`src/rtl/fifo_arb_pkg.sv`:
```
// Shared types and constants for the FIFO write arbiter and its round-robin picker.
package fifo_arb_pkg;

  typedef enum logic {
    ARB_IDLE  = 1'b0,
    ARB_GRANT = 1'b1
  } arb_state_e;

  localparam int DEFAULT_DATA_W = 8;
  localparam int STAT_W         = 16;

endpackage

```
`src/rtl/rr_pick.sv`:
```
// Combinational round-robin picker: first set bit of valid after last_idx, wrapping.
module rr_pick #(
  parameter int NUM_REQ = 4,
  parameter int IDX_W   = $clog2(NUM_REQ)
) (
  input  logic [NUM_REQ-1:0] valid,
  input  logic [IDX_W-1:0]   last_idx,
  output logic [IDX_W-1:0]   idx,
  output logic               any
);

  int               cand;
  logic [IDX_W-1:0] cand_idx;

  always_comb begin
    idx      = '0;
    any      = 1'b0;
    cand     = 0;
    cand_idx = '0;
    // last_idx is visited last, so it carries the lowest priority
    for (int k = 1; k <= NUM_REQ; k++) begin
      cand     = (int'(last_idx) + k) % NUM_REQ;
      cand_idx = IDX_W'(cand);
      if (!any && valid[cand_idx]) begin
        idx = cand_idx;
        any = 1'b1;
      end
    end
  end

endmodule

```
`src/rtl/fifo_wr_arbiter.sv`:
```
// Round-robin, burst-locked arbiter sharing one FIFO write port among NUM_REQ producers.
// Optional per-requester saturating beat statistics are built when ARB_STATS_EN is defined.
module fifo_wr_arbiter
  import fifo_arb_pkg::*;
#(
  parameter int NUM_REQ   = 4,
  parameter int DATA_W    = DEFAULT_DATA_W,
  parameter int MAX_BURST = 4
) (
  input  logic                       clk,
  input  logic                       rst_n,
  input  logic [NUM_REQ-1:0]         req_valid,
  input  logic [NUM_REQ*DATA_W-1:0]  req_data,
  output logic [NUM_REQ-1:0]         req_ready,
  input  logic                       fifo_full,
  output logic                       fifo_wr_en,
  output logic [DATA_W-1:0]          fifo_wr_data,
  output logic [NUM_REQ-1:0]         grant,
  output logic                       busy
`ifdef ARB_STATS_EN
  ,
  input  logic [$clog2(NUM_REQ)-1:0] stat_sel,
  output logic [STAT_W-1:0]          stat_count
`endif
);

  localparam int                IDX_W     = $clog2(NUM_REQ);
  localparam int                BCNT_W    = $clog2(MAX_BURST) + 1;
  localparam logic [BCNT_W-1:0] LAST_BEAT = BCNT_W'(MAX_BURST - 1);
  localparam logic [IDX_W-1:0]  LAST_REQ  = IDX_W'(NUM_REQ - 1);

  arb_state_e        state, state_d;
  logic [IDX_W-1:0]  grant_idx, grant_idx_d;
  logic [IDX_W-1:0]  last_idx, last_idx_d;
  logic [IDX_W-1:0]  pick_base, pick_idx;
  logic [BCNT_W-1:0] beat_cnt, beat_cnt_d;
  logic              granted, owner_valid, xfer, release_gnt, pick_any;
  logic [NUM_REQ-1:0] owner_1h;
  logic [DATA_W-1:0]  data_arr [NUM_REQ];

  for (genvar g = 0; g < NUM_REQ; g++) begin : g_unpack
    assign data_arr[g] = req_data[g*DATA_W +: DATA_W];
  end

  assign granted     = (state == ARB_GRANT);
  assign owner_valid = req_valid[grant_idx];
  assign xfer        = granted & owner_valid & ~fifo_full;
  assign release_gnt = granted & ((xfer & (beat_cnt == LAST_BEAT)) | ~owner_valid);
  assign owner_1h    = NUM_REQ'(1) << grant_idx;

  // On release the departing owner is already the lowest priority for the same-cycle regrant
  assign pick_base = granted ? grant_idx : last_idx;

  rr_pick #(
    .NUM_REQ (NUM_REQ),
    .IDX_W   (IDX_W)
  ) u_rr_pick (
    .valid    (req_valid),
    .last_idx (pick_base),
    .idx      (pick_idx),
    .any      (pick_any)
  );

  assign busy         = granted;
  assign grant        = granted ? owner_1h : '0;
  assign req_ready    = (granted & ~fifo_full) ? owner_1h : '0;
  assign fifo_wr_en   = xfer;
  assign fifo_wr_data = xfer ? data_arr[grant_idx] : '0;

  always_comb begin
    state_d     = state;
    grant_idx_d = grant_idx;
    last_idx_d  = last_idx;
    beat_cnt_d  = beat_cnt;
    case (state)
      ARB_IDLE: begin
        if (pick_any) begin
          state_d     = ARB_GRANT;
          grant_idx_d = pick_idx;
          beat_cnt_d  = '0;
        end
      end
      ARB_GRANT: begin
        if (release_gnt) begin
          last_idx_d = grant_idx;
          beat_cnt_d = '0;
          if (pick_any) begin
            grant_idx_d = pick_idx;
          end else begin
            state_d = ARB_IDLE;
          end
        end else if (xfer) begin
          beat_cnt_d = beat_cnt + 1'b1;
        end
      end
      default: state_d = ARB_IDLE;
    endcase
  end

  always_ff @(posedge clk or negedge rst_n) begin
    if (!rst_n) begin
      state     <= ARB_IDLE;
      grant_idx <= '0;
      last_idx  <= LAST_REQ;
      beat_cnt  <= '0;
    end else begin
      state     <= state_d;
      grant_idx <= grant_idx_d;
      last_idx  <= last_idx_d;
      beat_cnt  <= beat_cnt_d;
    end
  end

`ifdef ARB_STATS_EN
  logic [STAT_W-1:0] stat_cnt [NUM_REQ];

  always_ff @(posedge clk or negedge rst_n) begin
    if (!rst_n) begin
      for (int i = 0; i < NUM_REQ; i++) stat_cnt[i] <= '0;
      stat_count <= '0;
    end else begin
      for (int i = 0; i < NUM_REQ; i++) begin
        if (xfer && (grant_idx == IDX_W'(i)) && (stat_cnt[i] != '1)) begin
          stat_cnt[i] <= stat_cnt[i] + 1'b1;
        end
      end
      stat_count <= (int'(stat_sel) < NUM_REQ) ? stat_cnt[stat_sel] : '0;
    end
  end
`else
  // Arbitration-only build: no statistics state.
`endif

endmodule

```
`config.mk`:
```
export PLATFORM = sky130hd
export DESIGN_NAME = fifo_wr_arbiter
export DESIGN_NICKNAME = d
export VERILOG_FILES = /design/src/rtl/fifo_arb_pkg.sv /design/src/rtl/rr_pick.sv /design/src/rtl/fifo_wr_arbiter.sv
export SDC_FILE = /design/constraint.sdc
export NUM_CORES = 1
export LEC_CHECK = 0
export ABC_AREA = 0
export CORE_ASPECT_RATIO = 0.6
export CORE_MARGIN = 2
export CORE_UTILIZATION = 38
export CTS_BUF_LIST = sky130_fd_sc_hd__clkbuf_16
export DETAILED_ROUTE_END_ITERATION = 16
export PLACE_DENSITY = 0.83
export SYNTH_ARGS = -nofsm -noshare
export SYNTH_HDL_FRONTEND = slang
export SYNTH_SLANG_ARGS = --single-unit
```
`constraint.sdc`:
```
create_clock -name clk -period 3 [get_ports clk]
set_input_delay 0.45 -clock clk [delete_from_list [all_inputs] [get_ports clk]]
set_output_delay 0.45 -clock clk [all_outputs]
set_load 0.05 [all_outputs]
```
==> results of run 1 <==
-- layer usage --
metal / track usage [%] / up-vias / wire length (µm)
met5: 0 / - / 0
met4: 11.2 / 0 / 45
met3: 1.97 / 5 / 65
met2: 34.3 / 18 / 1260
met1: 28.3 / 399 / 1220
li1: - / 408 / -
-- area by class of cell --
cell class              instances  area (µm²)
repair buffers                 57         546
well taps                      30        37.5
clock buffers                   3        75.1
multi-input cells              61         584
flip-flops and latches          8         203
clock inverters                 1        3.75
fillers                       173         667
inverters                       4        15.0
-- report_power, final --
part / internal [mW] / leakage [nW] / switching, mW / total, mW
sequential: 0.158 / 0.0941 / 0.0954 / 0.253
clock: 0.173 / 0.0423 / 0.0516 / 0.225
combinational: 0.406 / 0.477 / 0.460 / 0.866
total: 0.737 / 0.614 / 0.607 / 1.34
-- cells by family (layout without fill, tap and decap cells) --
family	Yosys count	in the layout	synth area share, %
buffers and inverters	10	65	7.23
AO/OA/AOI/OAI	12	12	11.1
multiplexers	15	15	32.9
adder cells (fa/ha/maj)	2	2	2.95
AND/OR/NAND/NOR	32	32	22.0
flip-flops	8	8	23.9
-- stage by stage --
stage	hold slack (ps)	util [%]	setup slack (ps)	std cells	cell area, µm²
floorplan	154	-	519	79	848
CTS	481	68.7	329	164	1460
global placement	459	65.0	408	160	1390
detailed placement	472	65.0	339	160	1390
finish	478	68.7	339	164	1460
global route	489	68.7	262	164	1460
-- placed cells by master, fill, tap and decap left out, drive strengths merged, types with 2 or more instances in the layout --
cell | Yosys | routed
nand2b | 5 | 5
nor3b | 3 | 3
nand2 | 3 | 3
a21oi | 2 | 2
and3 | 2 | 2
inv | 4 | 5
clkdlybuf4s50 | 0 | 47
a211oi | 2 | 2
dfstp | 2 | 2
nor2b | 8 | 8
nor3 | 2 | 2
and3b | 2 | 2
dfrtp | 6 | 6
clkbuf | 2 | 3
mux2 | 4 | 4
mux2i | 2 | 2
nand3 | 2 | 2
nor2 | 5 | 5
ha | 2 | 2
buf | 4 | 10
mux4 | 9 | 9
a31oi | 2 | 2
-- worst paths after layout --
path,end,slack (ps),cells after the start
setup reg to reg,beat_cnt[0],930,4
max in group asynchronous,last_idx[0],2210,1
hold reg to reg,beat_cnt[2],480,1
min in group asynchronous,beat_cnt[1],490,1
setup / recovery,req_ready[1],340,4
hold / removal,beat_cnt[2],480,1
-- sequential cells by signal, indices dropped and copies added (netlist names) --
name and count:
beat_cnt 3, busy 1, grant_idx 2, last_idx 2
-- worst reg2reg max path, stage by stage (launching register included) --
cell and delay [ps]:
dfrtp_1 720, mux4_2 650, nand2b_2 220, nor2_1 100, mux2_2 260
==> flow_metrics.env, run 1 <==
export IMPL_io_buffers=56
export IMPL_netlist_top_cells_count="8 x mux4_2, 8 x nor2b_1, 6 x dfrtp_1"
export IMPL_dr_pass1_iters=4
export IMPL_crit_buf_inv=2
export IMPL_cts_root_buf="clkbuf_16"
export IMPL_cp_top_family="buffers and inverters"
export IMPL_postCtsHoldBufs=0
export IMPL_postSynthNetCount=120
export IMPL_antenna_found_initial=0
export IMPL_power_leakage_nw=0.614
export IMPL_gp_congestion=0.840
export IMPL_netlist_area_leader_share_pct=21.2
export IMPL_vias_per_cell=5.06
export IMPL_fp_dieH_um=40.6
export IMPL_drive_gt1_share_pct=23.9
export IMPL_postCtsSetupBuffers=0
export IMPL_area_growth_pct=72.6
export IMPL_rsz0062_at_grt="false"
export IMPL_cts_resized=0
export IMPL_cts_buffers=3
export IMPL_routed_wl_mm=2.58
export IMPL_async_flop_share_pct=100
export IMPL_required_ps=2550
export IMPL_via_count=830
export IMPL_syn_area_um2=848
export IMPL_maxCapViolations=0
export IMPL_r2r_start="grant_idx[0]"
export IMPL_pin_count=57
export IMPL_die_area_um2=2640
export IMPL_critPathLaunch="fifo_full"
export IMPL_avgSynthCellArea_um2=10.7
export IMPL_drtIter0Drc=41
export IMPL_min_period_ps=2660
export IMPL_crit_fanout=5
export IMPL_max_freq_mhz=376
export IMPL_end_kind="primary output"
export IMPL_htreeDepth=1
export IMPL_setup_worst_path_class="input port to primary output"
export IMPL_nets=176
export IMPL_ctsLongestPathBuffers=2
export IMPL_grt_max_degree=21
export IMPL_period_share_pct=88.7
export IMPL_initial_utilization_pct=39.8
export IMPL_synth_distinct_cells=32
export IMPL_grt_pass1_vias=749
export IMPL_core_area_um2=2130
export IMPL_grt_pass1_wl_mm=3.84
export IMPL_ys_top_cells_by_area="mux4_2 21%, dfrtp_1 18%, dfstp_2 6.2%, nor2b_1 5.9%, buf_6 4.0%"
export IMPL_avgRoutedWirePerCell_um=15.8
export IMPL_cts_tree="yes"
export IMPL_cts_sinks=8
export IMPL_clkTransAtPathRegs_ps=40
export IMPL_setup_tns_ps=0
export IMPL_worst_slew_margin_rel_pct=54.0
export IMPL_clock_skew_ps=3.57
export IMPL_finalHoldViolations=0
export IMPL_tightest_slew_ps=690
export IMPL_die_w_um=65.0
export IMPL_num_rows=13
export IMPL_vdd_ir_drop_worst_uv=623
export IMPL_report_final_slew_viol_count=0
export IMPL_ys_ff_latch=8
export IMPL_synth_warning_count=0
export IMPL_slowest_stage="clkdlybuf4s50_1"
export IMPL_antenna_cells=0
export IMPL_hp_class="register to register"
export IMPL_syn_inst=79
export IMPL_crit_arrival_ps=2210
export IMPL_cpPeakStageDelay_ps=840
export IMPL_synth_top_area_cell="mux4_2"
export IMPL_powerDensity_nw_per_um2=918
export IMPL_cp_cell_sequence="clkdlybuf4s50_1 > nand2b_1 > nor3b_1 > clkdlybuf4s50_1"
export IMPL_synthFlopType="dfrtp_1"
export IMPL_seq_area_frac_synth_pct=23.9
export IMPL_insertion_delay_ps=230
export IMPL_min_from="beat_cnt[2]"
export IMPL_grt_ovfl_total=0
export IMPL_drc=0
export IMPL_setup_violations=0
export IMPL_critPathLaunchType="input port"
export IMPL_status="finished, final reports clean"
export IMPL_track_usage_pct=20.9
export IMPL_cpMostUsedCell="clkdlybuf4s50_1"
export IMPL_ant_nets=0
export IMPL_synth_edff_count=0
export IMPL_total_power_mw=1.34
(Power assumes the default switching activity.)
==> inputs of run 2 (changes only) <==
--- a/config.mk
+++ b/config.mk
@@ -12,6 +12,7 @@
 export CTS_BUF_LIST = sky130_fd_sc_hd__clkbuf_16
 export DETAILED_ROUTE_END_ITERATION = 16
 export PLACE_DENSITY = 0.83
+export SLEW_MARGIN = 10
 export SYNTH_ARGS = -nofsm -noshare
 export SYNTH_HDL_FRONTEND = slang
 export SYNTH_SLANG_ARGS = --single-unit
==> results of run 2 <==
No change in the layout: final DEF, timing and power equal those of run 1.
